### config.mk
export PLATFORM = sky130hd
export DESIGN_NAME = qam_rx_symbol_sampler_flat
export DESIGN_NICKNAME = d
export VERILOG_FILES = /design/src/rtl/qam_rx_symbol_sampler_pkg.sv /design/src/rtl/qam_rx_symbol_sampler_if.sv /design/src/rtl/qam_rx_symbol_sampler_fifo.sv /design/src/rtl/qam_rx_symbol_sampler.sv /design/src/flat_wrapper.sv
export SDC_FILE = /design/constraint.sdc
export NUM_CORES = 1
export LEC_CHECK = 0
export ABC_AREA = 1
export CAP_MARGIN = 20
export CORE_MARGIN = 8
export CORE_UTILIZATION = 55
export DETAILED_ROUTE_END_ITERATION = 6
export PLACE_DENSITY = 0.95
export SLEW_MARGIN = 10
export SYNTH_ARGS = -nofsm -noshare
export SYNTH_HDL_FRONTEND = slang
export SYNTH_HIERARCHICAL = 1
export SYNTH_SLANG_ARGS = --single-unit
### constraint.sdc
create_clock -name clk -period 6.3 [get_ports clk]
set_input_delay 0.63 -clock clk [delete_from_list [all_inputs] [get_ports clk]]
set_output_delay 0.63 -clock clk [all_outputs]
set_load 0.005 [all_outputs]
### src/rtl/qam_rx_symbol_sampler_pkg.sv
// rtl/qam_rx_symbol_sampler_pkg.sv - shared constants for the 16-QAM receive symbol sampler
package qam_rx_pkg;

    // Baud-rate selector codes
    typedef enum logic [1:0] {
        BAUD_2400  = 2'b00,
        BAUD_4800  = 2'b01,
        BAUD_9600  = 2'b10,
        BAUD_19200 = 2'b11
    } baud_e;

    // Samples per symbol at 76800 Hz input rate
    localparam int OSR_2400  = 32;
    localparam int OSR_4800  = 16;
    localparam int OSR_9600  = 8;
    localparam int OSR_19200 = 4;

    localparam int PHASE_W = 5;

    // Gray-coded per-axis decision levels
    localparam logic [1:0] LVL_P3 = 2'b10;
    localparam logic [1:0] LVL_P1 = 2'b11;
    localparam logic [1:0] LVL_M1 = 2'b01;
    localparam logic [1:0] LVL_M3 = 2'b00;

    // Highest phase index (OSR-1) for a baud code; doubles as the phase mask
    function automatic logic [PHASE_W-1:0] osr_last(input logic [1:0] baud);
        case (baud)
            BAUD_2400:  osr_last = PHASE_W'(OSR_2400 - 1);
            BAUD_4800:  osr_last = PHASE_W'(OSR_4800 - 1);
            BAUD_9600:  osr_last = PHASE_W'(OSR_9600 - 1);
            default:    osr_last = PHASE_W'(OSR_19200 - 1);
        endcase
    endfunction

endpackage

### src/rtl/qam_rx_symbol_sampler_if.sv
// rtl/qam_rx_symbol_sampler_if.sv - sample input and symbol output handshake bundle
interface qam_rx_symbol_sampler_if #(
    parameter int IN_W = 65
);
    logic                   in_valid;
    logic signed [IN_W-1:0] in_i;
    logic signed [IN_W-1:0] in_q;
    logic                   sym_valid;
    logic                   sym_ready;
    logic [3:0]             sym_data;

    // Upstream filter / downstream demapper side
    modport master (
        output in_valid, in_i, in_q, sym_ready,
        input  sym_valid, sym_data
    );

    // Sampler side
    modport slave (
        input  in_valid, in_i, in_q, sym_ready,
        output sym_valid, sym_data
    );
endinterface

### src/rtl/qam_rx_symbol_sampler_fifo.sv
// rtl/qam_rx_symbol_sampler_fifo.sv - synchronous symbol FIFO with flush and registered head
module qam_rx_sym_fifo #(
    parameter int W     = 4,
    parameter int DEPTH = 4
) (
    input  logic         clk,
    input  logic         rst_n,
    input  logic         flush,
    input  logic         push,
    input  logic         pop,
    input  logic [W-1:0] din,
    output logic [W-1:0] dout,
    output logic         full,
    output logic         empty
);
    localparam int AW = $clog2(DEPTH);
    localparam int CW = AW + 1;

    logic [W-1:0]  mem [DEPTH];
    logic [AW-1:0] wr_ptr;
    logic [AW-1:0] rd_ptr;
    logic [AW-1:0] rd_ptr_nxt;
    logic [CW-1:0] count;
    logic [CW-1:0] remaining;
    logic [W-1:0]  head_nxt;
    logic          wr;
    logic          rd;

    assign full       = (count == CW'(DEPTH));
    assign empty      = (count == '0);
    assign rd         = pop & ~empty;
    assign wr         = push & (~full | rd);
    assign rd_ptr_nxt = rd ? rd_ptr + AW'(1) : rd_ptr;
    assign remaining  = count - CW'(rd);

    // Next head value: oldest surviving entry, or the incoming word when it lands in an empty queue
    always_comb begin
        head_nxt = dout;
        if (!flush) begin
            if (remaining != '0) begin
                head_nxt = mem[rd_ptr_nxt];
            end else if (wr) begin
                head_nxt = din;
            end
        end
    end

    // Storage array; no reset needed since occupancy gates every read
    always_ff @(posedge clk) begin
        if (wr && !flush) begin
            mem[wr_ptr] <= din;
        end
    end

    // Pointers, occupancy and registered head
    always_ff @(posedge clk or negedge rst_n) begin
        if (!rst_n) begin
            wr_ptr <= '0;
            rd_ptr <= '0;
            count  <= '0;
            dout   <= '0;
        end else begin
            dout <= head_nxt;
            if (flush) begin
                wr_ptr <= '0;
                rd_ptr <= '0;
                count  <= '0;
            end else begin
                if (wr) begin
                    wr_ptr <= wr_ptr + AW'(1);
                end
                rd_ptr <= rd_ptr_nxt;
                case ({wr, rd})
                    2'b10:   count <= count + CW'(1);
                    2'b01:   count <= count - CW'(1);
                    default: count <= count;
                endcase
            end
        end
    end
endmodule

### src/rtl/qam_rx_symbol_sampler.sv
// rtl/qam_rx_symbol_sampler.sv - symbol-rate decimator, 16-QAM slicer and output queue
module qam_rx_symbol_sampler
    import qam_rx_pkg::*;
#(
    parameter int IN_W       = 65,
    parameter int FIFO_DEPTH = 4,
    parameter int CNT_W      = 16
) (
    input  logic                clk,
    input  logic                rst_n,
    input  logic                enable,
    input  logic [1:0]          baud_rate,
    input  logic [PHASE_W-1:0]  sample_phase,
    input  logic [IN_W-1:0]     thr,
    input  logic                overflow_clr,
    output logic                overflow,
    output logic [CNT_W-1:0]    sym_count,
    qam_rx_symbol_sampler_if.slave bus
);
    logic [1:0]         baud_q;
    logic [PHASE_W-1:0] pc;
    logic [PHASE_W-1:0] osr_lim;
    logic [PHASE_W-1:0] ph;
    logic               baud_chg;
    logic               capture;
    logic               s1_valid;
    logic [3:0]         s1_bits;
    logic               fifo_full;
    logic               fifo_empty;
    logic               fifo_push;
    logic               fifo_pop;
    logic               wr_accept;
    logic               drop;

    // Four-level decision on one axis, done one bit wider so -thr never overflows
    function automatic logic [1:0] slice(input logic signed [IN_W-1:0] x,
                                         input logic [IN_W-1:0] t);
        logic signed [IN_W:0] xe;
        logic signed [IN_W:0] te;
        logic signed [IN_W:0] nte;
        xe  = {x[IN_W-1], x};
        te  = {1'b0, t};
        nte = -te;
        if (xe >= te) begin
            slice = LVL_P3;
        end else if (!xe[IN_W]) begin
            slice = LVL_P1;
        end else if (xe >= nte) begin
            slice = LVL_M1;
        end else begin
            slice = LVL_M3;
        end
    endfunction

    assign osr_lim   = osr_last(baud_rate);
    assign ph        = sample_phase & osr_lim;
    assign baud_chg  = (baud_rate != baud_q);
    assign capture   = enable & bus.in_valid & (pc == ph) & ~baud_chg;

    assign bus.sym_valid = ~fifo_empty;
    assign fifo_pop  = bus.sym_valid & bus.sym_ready;
    assign fifo_push = s1_valid & ~baud_chg;
    assign wr_accept = fifo_push & (~fifo_full | fifo_pop);
    assign drop      = fifo_push & fifo_full & ~fifo_pop;

    // Remember the last baud setting so a change can resynchronise the datapath
    always_ff @(posedge clk or negedge rst_n) begin
        if (!rst_n) begin
            baud_q <= '0;
        end else begin
            baud_q <= baud_rate;
        end
    end

    // Phase counter over one symbol period; restarts on baud change or while disabled
    always_ff @(posedge clk or negedge rst_n) begin
        if (!rst_n) begin
            pc <= '0;
        end else if (baud_chg || !enable) begin
            pc <= '0;
        end else if (bus.in_valid) begin
            pc <= (pc == osr_lim) ? '0 : pc + PHASE_W'(1);
        end
    end

    // Stage 1: sliced symbol waiting one cycle before entering the queue
    always_ff @(posedge clk or negedge rst_n) begin
        if (!rst_n) begin
            s1_valid <= 1'b0;
            s1_bits  <= '0;
        end else begin
            s1_valid <= capture;
            if (capture) begin
                s1_bits <= {slice(bus.in_i, thr), slice(bus.in_q, thr)};
            end
        end
    end

    // Sticky drop flag; a new drop beats a clear in the same cycle
    always_ff @(posedge clk or negedge rst_n) begin
        if (!rst_n) begin
            overflow <= 1'b0;
        end else if (drop) begin
            overflow <= 1'b1;
        end else if (overflow_clr) begin
            overflow <= 1'b0;
        end
    end

    // Running count of symbols accepted into the queue
    always_ff @(posedge clk or negedge rst_n) begin
        if (!rst_n) begin
            sym_count <= '0;
        end else if (wr_accept) begin
            sym_count <= sym_count + CNT_W'(1);
        end
    end

    qam_rx_sym_fifo #(
        .W     (4),
        .DEPTH (FIFO_DEPTH)
    ) u_fifo (
        .clk   (clk),
        .rst_n (rst_n),
        .flush (baud_chg),
        .push  (fifo_push),
        .pop   (fifo_pop),
        .din   (s1_bits),
        .dout  (bus.sym_data),
        .full  (fifo_full),
        .empty (fifo_empty)
    );
endmodule

### src/flat_wrapper.sv
// flat-port wrapper written by rule: the top's interface ports become plain ports
module qam_rx_symbol_sampler_flat import qam_rx_pkg::*;
#(
    parameter int IN_W       = 65,
    parameter int FIFO_DEPTH = 4,
    parameter int CNT_W      = 16
)
  (clk, rst_n, enable, baud_rate, sample_phase, thr, overflow_clr, overflow, sym_count, bus_in_valid, bus_in_i, bus_in_q, bus_sym_ready, bus_sym_valid, bus_sym_data);
  qam_rx_symbol_sampler_if #(.IN_W(IN_W)) bus_i ();
  input  logic clk;
  input  logic rst_n;
  input  logic enable;
  input  logic [1:0] baud_rate;
  input  logic [PHASE_W-1:0] sample_phase;
  input  logic [IN_W-1:0] thr;
  input  logic overflow_clr;
  output logic overflow;
  output logic [CNT_W-1:0] sym_count;
  input wire logic [$bits(bus_i.in_valid)-1:0] bus_in_valid;
  input wire logic [$bits(bus_i.in_i)-1:0] bus_in_i;
  input wire logic [$bits(bus_i.in_q)-1:0] bus_in_q;
  input wire logic [$bits(bus_i.sym_ready)-1:0] bus_sym_ready;
  output wire logic [$bits(bus_i.sym_valid)-1:0] bus_sym_valid;
  output wire logic [$bits(bus_i.sym_data)-1:0] bus_sym_data;
  assign bus_i.in_valid = bus_in_valid;
  assign bus_i.in_i = bus_in_i;
  assign bus_i.in_q = bus_in_q;
  assign bus_i.sym_ready = bus_sym_ready;
  assign bus_sym_valid = bus_i.sym_valid;
  assign bus_sym_data = bus_i.sym_data;
  qam_rx_symbol_sampler #(.IN_W(IN_W), .FIFO_DEPTH(FIFO_DEPTH), .CNT_W(CNT_W)) u_core (.clk(clk), .rst_n(rst_n), .enable(enable), .baud_rate(baud_rate), .sample_phase(sample_phase), .thr(thr), .overflow_clr(overflow_clr), .overflow(overflow), .sym_count(sym_count), .bus(bus_i));
endmodule
==> impl_metrics.py <==
metrics = {
    "hold_path": {
        "hold_path_class": "in2async",
    },
    "run_status": {
        "status": "finished, final reports clean",
    },
    "global_routing": {
        "grt_pass1_vias": 11500,
        "grt_remaining_overflow": 0,
        "track_usage": 0.286,
        "grt_pass1_wl_um": 56200,
        "grt_antenna_before_repair": 1,
        "grt_max_degree": 41,
    },
    "setup_path": {
        "path_delay_family": "simple AND/OR/NAND/NOR gates",
        "cp.required_ps": 6540,
        "arrival_ps": 5380,
        "cp_slowest_cell": "nor4_1",
        "crit_fanout": 5,
        "critPathMaxStageDelay_ps": 470,
        "startpoint_type": "input pin",
        "crit_buf_inv": 3,
        "cp-end-kind": "flip-flop",
        "crit_type": "in2reg",
    },
    "yosys": {
        "synth_compound_area_frac": 0.114,
        "synth_cells": 1461,
        "synth.net_count": 1932,
        "synth_xor_xnor_area_share": 0.0721,
        "synth-seq-cells": 56,
        "syn_area_sq_um": 10500,
        "synth-seq-area-share": 0.142,
        "ys_types": 49,
        "avgSynthCellArea_sq_um": 7.15,
        "ys.flop_type": "dfrtp_1",
        "synth_edf_count": 16,
        "ys_async_sr_fraction": 0.714,
        "synth_warnings": 6,
        "synthSimpleGateAreaFrac": 0.275,
        "synth_top_family_by_area": "adder cells",
        "yosys.area_share.adder": 0.316,
        "synthMuxAreaShare": 0,
    },
    "die": {
        "rows": 50,
        "die_w_um": 154,
        "die_y_um": 154,
        "dieArea_sq_um": 23700,
        "start_util": 0.559,
        "ioPinCount": 230,
        "coreArea_sq_um": 18700,
    },
    "final_layout": {
        "n_fill_cell": 1514,
        "final_cell_mix": "ha_1 (262), nand2_1 (254), clkdlybuf4s50_1 (228)",
        "syn_to_final_growth_pct": 26.1,
        "multi_input_area_sq_um": 8120,
        "seq_area_sq_um": 1480,
        "drive_above_1_share": 0.0342,
        "diodes": 0,
        "final_common_cell": "ha_1",
        "final_nets": 2167,
    },
    "sta": {
        "setup_viol_count_final": 0,
        "hold_violations": 0,
        "relSlewSlack": 0.385,
        "tightest_slew_ps": 923,
        "drv_slew": 0,
        "rsz0062_at_grt": "no",
        "finalClockSkew_ps": 5.15,
        "fmax_mhz": 195,
        "fin_tns_setup_ps": 0,
        "fin_crit_sh": 0.816,
        "hold_ws_ps": 465,
        "layout_min_cycle_time_ps": 5140,
    },
    "drt": {
        "via_per_inst": 5.80,
        "routed_wl_um": 34700,
        "detail_route.wl_per_cell_um": 18.0,
        "dr.first_iter.drc_count": 825,
        "firstDrtPassIters": 5,
        "route.detailed.drc": 0,
        "ant_nets": 0,
        "vias": 11200,
    },
    "place": {
        "port_buffers": 229,
        "dp_hpwl_um": 30500,
        "gp_congestion": 0.988,
    },
    "cts": {
        "root_buffer": "clkbuf_16",
        "cts_hold_buf": 0,
        "cts.clk_slew.worst_paths_ps": 80,
        "cts_tree": "done",
        "postCtsSetupRepairBufs": 0,
        "htree_levels": 2,
        "cts_buffers": 5,
        "cts_resized": 0,
        "cts_buffer_depth": 2,
        "insertion_delay_ps": 300,
        "clock-sinks": 56,
    },
    "pwr": {
        "pwr_density_cell_nw_per_um2": 111,
        "ir_drop_mv": 0.108,
        "total_leakage_power_nw": 6.53,
    },
    "run": {
        "maxCapViolCount": 0,
    },
}
synthesized netlist by cell type (all sizes together) (4+ instances only):
cell,instances,share of area
a21oi,111,0.055
nand4,48,0.030
ha,262,0.31
xor2,77,0.065
xnor2,9,0.0075
a211oi,10,0.0072
nand3b,6,0.0043
inv,225,0.081
dfrtp,40,0.096
nor4,21,0.015
edfxtp,16,0.046
o2111ai,5,0.0042
o21ai,50,0.024
a31oi,4,0.0024
o22ai,6,0.0036
nor3,28,0.014
nand3,98,0.049
nor2,151,0.061
o211ai,8,0.0057
nand2,265,0.10
area by class of cell:
| type | count | area share |
|---|---|---|
| Inverter | 225 | 0.0641 |
| Clock inverter | 3 | 0.00161 |
| Clock buffer | 5 | 0.00950 |
| Multi-Input combinational cell | 1179 | 0.616 |
| Timing Repair Buffer | 229 | 0.174 |
| Tap cell | 234 | 0.0222 |
| Sequential cell | 56 | 0.112 |
worst reg2reg max path: cells and delay by family (launching register included):
kind / cells / cell delay (ps)
xor gates and xnor gates: 2 / 320
DFF: 1 / 380
buffers and inverters: 3 / 440
and+or+nand+nor: 7 / 1480
cells by family (layout without fill, tap and decap cells):
group | after synthesis | in the layout
buffers and inverters | 226 | 462
AO/OA/AOI/OAI | 210 | 210
adder cells (fa/ha/maj) | 263 | 263
AND/OR/NAND/NOR | 620 | 620
XOR/XNOR | 86 | 86
flip-flops | 56 | 56
metrics by stage:
stage / util / total power, mW / cell area (sq um) / worst slack (ps) / cells
after detailed placement: 0.696 / 1.16 / 13000 / 968 / 1923
after global placement: 0.696 / 1.14 / 13000 / 1070 / 1923
final: 0.704 / 1.46 / 13200 / 1160 / 1931
after CTS: 0.704 / 1.46 / 13200 / 1270 / 1931
after global routing: 0.704 / 1.57 / 13200 / 812 / 1931
after floorplan: - / 0.832 / 10500 / 2630 / 1461
path summary, 6_finish.rpt:
| check | startpoint | endpoint | slack [ps] | cells after the start |
|---|---|---|---|---|
| setup / recovery | thr[1] | u_core/s1_bits[2] | 1160 | 25 |
| hold / removal | rst_n | u_core/u_fifo/rd_ptr[0] | 470 | 1 |
| setup reg to reg | u_core/baud_q[0] | u_core/sym_count[14] | 3590 | 12 |
| hold reg to reg | u_core/u_fifo/dout[0] | u_core/u_fifo/dout[0] | 480 | 2 |
| max in group asynchronous | rst_n | u_core/s1_bits[2] | 5270 | 1 |
| min in group clk | u_core/u_fifo/dout[0] | u_core/u_fifo/dout[0] | 480 | 2 |
registers in the layout, summed over array words and instances (netlist names):
register              flops
u_core/sym_count         16
u_core/u_fifo/mem        16
u_core/pc                 5
u_core/s1_bits            4
u_core/u_fifo/dout        4
u_core/u_fifo/count       3
u_core/baud_q             2
u_core/u_fifo/rd_ptr      2
u_core/u_fifo/wr_ptr      2
u_core/overflow           1
u_core/s1_valid           1
power by group:
| part | leakage (nW) | internal [mW] | switching [mW] |
|---|---|---|---|
| logic | 5.78 | 0.341 | 0.417 |
| registers | 0.678 | 0.397 | 0.0204 |
| clock network | 0.0702 | 0.149 | 0.140 |
| total | 6.53 | 0.887 | 0.578 |
routing by layer:
metal	part of all wire	global-route usage	up-vias
met5	0.00037	0	-
met4	0.043	0.121	2
met3	0.076	0.0479	125
li1	-	-	5483
met1	0.40	0.334	5046
met2	0.48	0.508	544
No activity file was read; power rests on OpenSTA's default activity.
